**src/rtl/fixed_point_div_if.sv**
```systemverilog
// Handshake and operand/result bundle for the Q3.12 sign-magnitude divider.
interface fixed_point_div_if;
    logic        start;
    logic [15:0] a;
    logic [15:0] b;
    logic        busy;
    logic        done;
    logic [15:0] quotient;
    logic        overflow;
    logic        div_by_zero;

    modport master (
        output start, a, b,
        input  busy, done, quotient, overflow, div_by_zero
    );

    modport slave (
        input  start, a, b,
        output busy, done, quotient, overflow, div_by_zero
    );
endinterface

```
**src/rtl/fixed_point_div.sv**
```systemverilog
// Sequential restoring divider for 16-bit sign-magnitude Q3.12 operands.
// One quotient bit per clock over a 27-bit scaled dividend {|a|, 12'b0}.
module fixed_point_div (
    input  logic           clk,
    input  logic           rst,
    fixed_point_div_if.slave bus
);
    typedef enum logic [1:0] {IDLE, CALC, DONE} state_t;

    state_t      state;
    state_t      state_next;
    logic [4:0]  count;
    logic        sign;
    logic        zero_div;
    logic [14:0] divisor;
    logic [26:0] dividend;
    logic [26:0] quo_raw;
    logic [15:0] rem;

    logic [15:0] rem_shift;
    logic [15:0] rem_next;
    logic        q_bit;
    logic [26:0] quo_next;

    logic [15:0] quotient;
    logic        overflow;
    logic        div_by_zero;

    // Saturate the raw quotient to the 15-bit magnitude and suppress negative zero.
    function automatic logic [15:0] saturate_q(input logic s,
                                               input logic [26:0] raw,
                                               input logic force_max);
        logic [14:0] mag;
        mag = (force_max || (raw[26:15] != 12'd0)) ? 15'h7FFF : raw[14:0];
        return {s && (mag != 15'd0), mag};
    endfunction

    always_comb begin
        rem_shift = {rem[14:0], dividend[26]};
        q_bit     = (rem_shift >= {1'b0, divisor});
        rem_next  = q_bit ? (rem_shift - {1'b0, divisor}) : rem_shift;
        quo_next  = {quo_raw[25:0], q_bit};
    end

    always_ff @(posedge clk) begin
        if (rst) begin
            state <= IDLE;
        end else begin
            state <= state_next;
        end
    end

    always_comb begin
        state_next = state;
        case (state)
            IDLE:    if (bus.start) state_next = CALC;
            CALC:    if (count == 5'd0) state_next = DONE;
            DONE:    state_next = IDLE;
            default: state_next = IDLE;
        endcase
    end

    // A zero divisor still spends one CALC cycle so its done pulse lands one cycle after accept.
    always_ff @(posedge clk) begin
        if (rst) begin
            quotient    <= 16'h0000;
            overflow    <= 1'b0;
            div_by_zero <= 1'b0;
        end else begin
            case (state)
                IDLE: begin
                    if (bus.start) begin
                        sign        <= bus.a[15] ^ bus.b[15];
                        divisor     <= bus.b[14:0];
                        dividend    <= {bus.a[14:0], 12'b0};
                        quo_raw     <= 27'd0;
                        rem         <= 16'd0;
                        zero_div    <= (bus.b[14:0] == 15'd0);
                        count       <= (bus.b[14:0] == 15'd0) ? 5'd0 : 5'd26;
                        overflow    <= 1'b0;
                        div_by_zero <= 1'b0;
                    end
                end
                CALC: begin
                    dividend <= {dividend[25:0], 1'b0};
                    rem      <= rem_next;
                    quo_raw  <= quo_next;
                    count    <= count - 5'd1;
                    if (count == 5'd0) begin
                        quotient    <= saturate_q(sign, quo_next, zero_div);
                        overflow    <= !zero_div && (quo_next[26:15] != 12'd0);
                        div_by_zero <= zero_div;
                    end
                end
                default: ;
            endcase
        end
    end

    assign bus.busy        = (state != IDLE);
    assign bus.done        = (state == DONE);
    assign bus.quotient    = quotient;
    assign bus.overflow    = overflow;
    assign bus.div_by_zero = div_by_zero;
endmodule

```
**src/flat_wrapper.sv**
```systemverilog
// flat-port wrapper written by rule: the top's interface ports become plain ports
module fixed_point_div_flat 
  (clk, rst, bus_start, bus_a, bus_b, bus_busy, bus_done, bus_quotient, bus_overflow, bus_div_by_zero);
  fixed_point_div_if bus_i ();
  input  logic clk;
  input  logic rst;
  input wire logic [$bits(bus_i.start)-1:0] bus_start;
  input wire logic [$bits(bus_i.a)-1:0] bus_a;
  input wire logic [$bits(bus_i.b)-1:0] bus_b;
  output wire logic [$bits(bus_i.busy)-1:0] bus_busy;
  output wire logic [$bits(bus_i.done)-1:0] bus_done;
  output wire logic [$bits(bus_i.quotient)-1:0] bus_quotient;
  output wire logic [$bits(bus_i.overflow)-1:0] bus_overflow;
  output wire logic [$bits(bus_i.div_by_zero)-1:0] bus_div_by_zero;
  assign bus_i.start = bus_start;
  assign bus_i.a = bus_a;
  assign bus_i.b = bus_b;
  assign bus_busy = bus_i.busy;
  assign bus_done = bus_i.done;
  assign bus_quotient = bus_i.quotient;
  assign bus_overflow = bus_i.overflow;
  assign bus_div_by_zero = bus_i.div_by_zero;
  fixed_point_div u_core (.clk(clk), .rst(rst), .bus(bus_i));
endmodule
```
**config.mk**
```make
export PLATFORM = sky130hd
export DESIGN_NAME = fixed_point_div_flat
export DESIGN_NICKNAME = d
export VERILOG_FILES = /design/src/rtl/fixed_point_div_if.sv /design/src/rtl/fixed_point_div.sv /design/src/flat_wrapper.sv
export SDC_FILE = /design/constraint.sdc
export NUM_CORES = 1
export LEC_CHECK = 0
export CELL_PAD_IN_SITES_DETAIL_PLACEMENT = 2
export CELL_PAD_IN_SITES_GLOBAL_PLACEMENT = 2
export CORE_ASPECT_RATIO = 0.6
export CORE_UTILIZATION = 33
export CTS_CLUSTER_SIZE = 25
export DETAILED_ROUTE_END_ITERATION = 10
export PLACE_DENSITY = 0.85
export SYNTH_ARGS = -nofsm -noshare
export SYNTH_HDL_FRONTEND = slang
export SYNTH_SLANG_ARGS = --single-unit
export TNS_END_PERCENT = 100
```
**constraint.sdc**
```tcl
create_clock -name clk -period 6.45 [get_ports clk]
set_input_delay 1.29 -clock clk [delete_from_list [all_inputs] [get_ports clk]]
set_output_delay 1.29 -clock clk [all_outputs]
set_load 0.05 [all_outputs]
```
==> results.yml <==
clock_tree:
  clkTransAtPathRegs_ps: 70
  clkSinkCount: 98
  htree_num_levels: 3
  numCtsBuffers: 9
  hold_buffers: 0
  clk_path_buf_depth: 2
  worst_skew_pair.late_latency_ps: 350
  root_buffer: "clkbuf_16"
  cts_resized: 0
  post_cts_buffers: 0
  cts_tree: "built"
setup_path:
  worstSetupStartpointType: "register"
  crit_slowest_cell: "a21oi_4"
  r2r_slack_ps: 3080
  path_buf_inv: 1
  cpPeakStageDelay_ps: 710
  worst-endpoint-required_ps: 6620
  endpoint_kind: "register"
  path_delay_family: "compound AO/OA/AOI/OAI gates"
  reg2reg_from: "u_core.dividend[26]"
  cp_cell_sequence: "inv_1 > ha_1 > fa_1 > nand2b_1 > a211oi_4 > nor2_2 > a21oi_4 > nand2_1 > o22ai_1"
  crit_type: "reg -> reg"
  crit_start: "u_core.dividend[26]"
  cp_max_fo: 23
  critPathArrivalTime_ps: 3540
detailed_routing:
  drt_first_pass_iters: 4
  wl_per_cell_um: 20.12
  remaining_drc_errors: 0
  antenna_left: 0
  wl_um: 13720
  via_per_inst: 5.094
  vias: 3474
  drtIter0Drc: 195
sta:
  finClkSkew_ps: 10.68
  setup_viol: 0
  max_freq_ghz: 0.2964
  hold_viol: 0
  timing.final.crit_share: 0.5231
  fin_crit_ps: 3374
  hold_slack_ps: 492.7
  slew_headroom: 0.4211
  slew_violations: 0
  final.setup.tns_ps: 0
  rsz0062_at_grt: "false"
  worst_pin_slew_ps: 865.6
min_path:
  worstHoldStart: "u_core.bus.div_by_zero"
  hold_path_class: "reg -> reg"
floorplanning:
  coreArea_um2: 13870
  die_area_um2: 14950
  start_util: 0.3438
  die_height_um: 95.13
  die_x_um: 157.2
  ios: 55
  row_count: 33
logic_synthesis:
  synth.distinct_cells: 58
  synth_edf_count: 78
  ys_async_sr_fraction: 0
  synth_ff_type: "edfxtp_1"
  synth_top_area_cell: "edfxtp_1"
  synth_nets: 486
  yosys_warnings: 0
  syn_inst: 433
  synth_area_um2: 4770
  syn-mean-instance-area_um2: 11.02
  seq_area_frac_synth: 0.5750
  synthTopCellsByArea: "edfxtp_1 49%, dfxtp_1 8.4%, ha_1 4.5%"
  yosys_register_bits: 98
  synth_top_cell_area_share: 0.4911
global_route:
  grt_use_total: 0.1987
  overflow: 0
  grt_pass1_vias: 3927
  grt_pass1_wl_um: 21900
  grt_max_degree: 63
  antenna_found_initial: 0
status:
  outcome: "complete, no violations"
cells_and_area:
  drive_gt1_frac: 0.09592
  layout_commonest_cell: "edfxtp_1"
  area_growth_pct: 21.64
  fin_area_um2: 5802
  diodes: 0
  final_cell_mix: "78 x edfxtp_1, 56 x nand2_1, 54 x clkdlybuf4s50_1"
  final_nets: 538
power:
  p_clk_frac: 0.367
  p_sw_uw: 406.5
  combPwrFrac: 0.146
  power.internal_mw: 1.121
  power_density_nw_per_um2: 263.3
  peakVddDrop_v: 0.0001241
  netSwitchingFraction: 0.2661
  power_frac_seq: 0.487
  leakage_nw: 2.154
flow_run:
  cap_violations: 0
placed_design:
  place_area_um2: 5487
  routabilityCongestion: 0.7957
  dp_hpwl_um: 9668
  portBuffers: 54
[per-layer routing]
metal	vias to the layer above	share of wire	wire, um	track usage
met5	-	0	0	0
met4	0	0.023	311	0.07282
met3	26	0.038	522	0.03773
met2	76	0.50	6852	0.3499
met1	1744	0.44	6031	0.2442
li1	1628	-	-	-
[tightest hold or removal path, stage by stage (launching register included)]
cell     delay [ps]
dfxtp_1         330
nand2_1          60
a21oi_1          50
[kinds of logic after synthesis]
family | count (synthesis) | synth area share
simple gates | 196 | 0.2041
flops | 98 | 0.5750
compound gates | 63 | 0.09706
buf+inv | 39 | 0.03856
fa+ha+maj | 18 | 0.04879
xor+xnor | 13 | 0.02387
mux | 6 | 0.01259
[final timing paths]
path / endpoint / cells after the start
setup / recovery: u_core.rem[7] / 9
hold / removal: u_core.bus.div_by_zero / 2
setup reg to reg: u_core.rem[7] / 9
hold reg to reg: u_core.bus.div_by_zero / 2
[power groups by stage]
| stage | registers (mW) | clock network [mW] | logic, mW |
|---|---|---|---|
| floorplan | 0.752 | 0 | 0.147 |
| global placement | 0.755 | 0 | 0.199 |
| detailed placement | 0.758 | 0 | 0.217 |
| CTS | 0.744 | 0.574 | 0.225 |
| global route | 0.747 | 0.592 | 0.244 |
| finish | 0.744 | 0.560 | 0.223 |
[sequential cells by signal, indices dropped and copies added, names as in the netlist]
register and count:
u_core.rem 15, u_core.quo_raw 26, u_core.state 2, u_core.zero_div 1
u_core.dividend 15, u_core.count 5, u_core.divisor 15, u_core.bus.div_by_zero 1
u_core.bus.quotient 16, u_core.bus.overflow 1, u_core.sign 1
[stage by stage]
stage	setup slack (ps)	utilization	instances	total power, mW
final	3076	0.4182	682	1.527
after global routing	2866	0.4182	682	1.583
after CTS	3048	0.4182	682	1.543
after detailed placement	2793	0.3955	666	0.9754
after global placement	2957	0.3955	666	0.9540
after floorplan	376.6	-	433	0.8999
[final cells by class]
type | instances | area, um2
Clock buffer | 11 | 275.3
Timing Repair Buffer | 58 | 570.5
Clock inverter | 5 | 40.04
Tap cell | 192 | 240.2
Sequential cell | 98 | 2743
Fill cell | 1484 | 8071
Inverter | 22 | 82.58
Multi-Input combinational cell | 296 | 1851
[synthesized netlist by cell type (all sizes together) (5+ instances only)]
master  instances
clkbuf         10
nor2           57
xnor2           6
o21ai           8
ha             17
nand2          57
nor3           22
o22ai           5
dfxtp          20
a21oi          18
nor4            7
inv            22
edfxtp         78
and2           29
mux2i           6
buf             7
a211oi         12
xor2            7
Note: power is estimated with default switching activity, not from simulation.
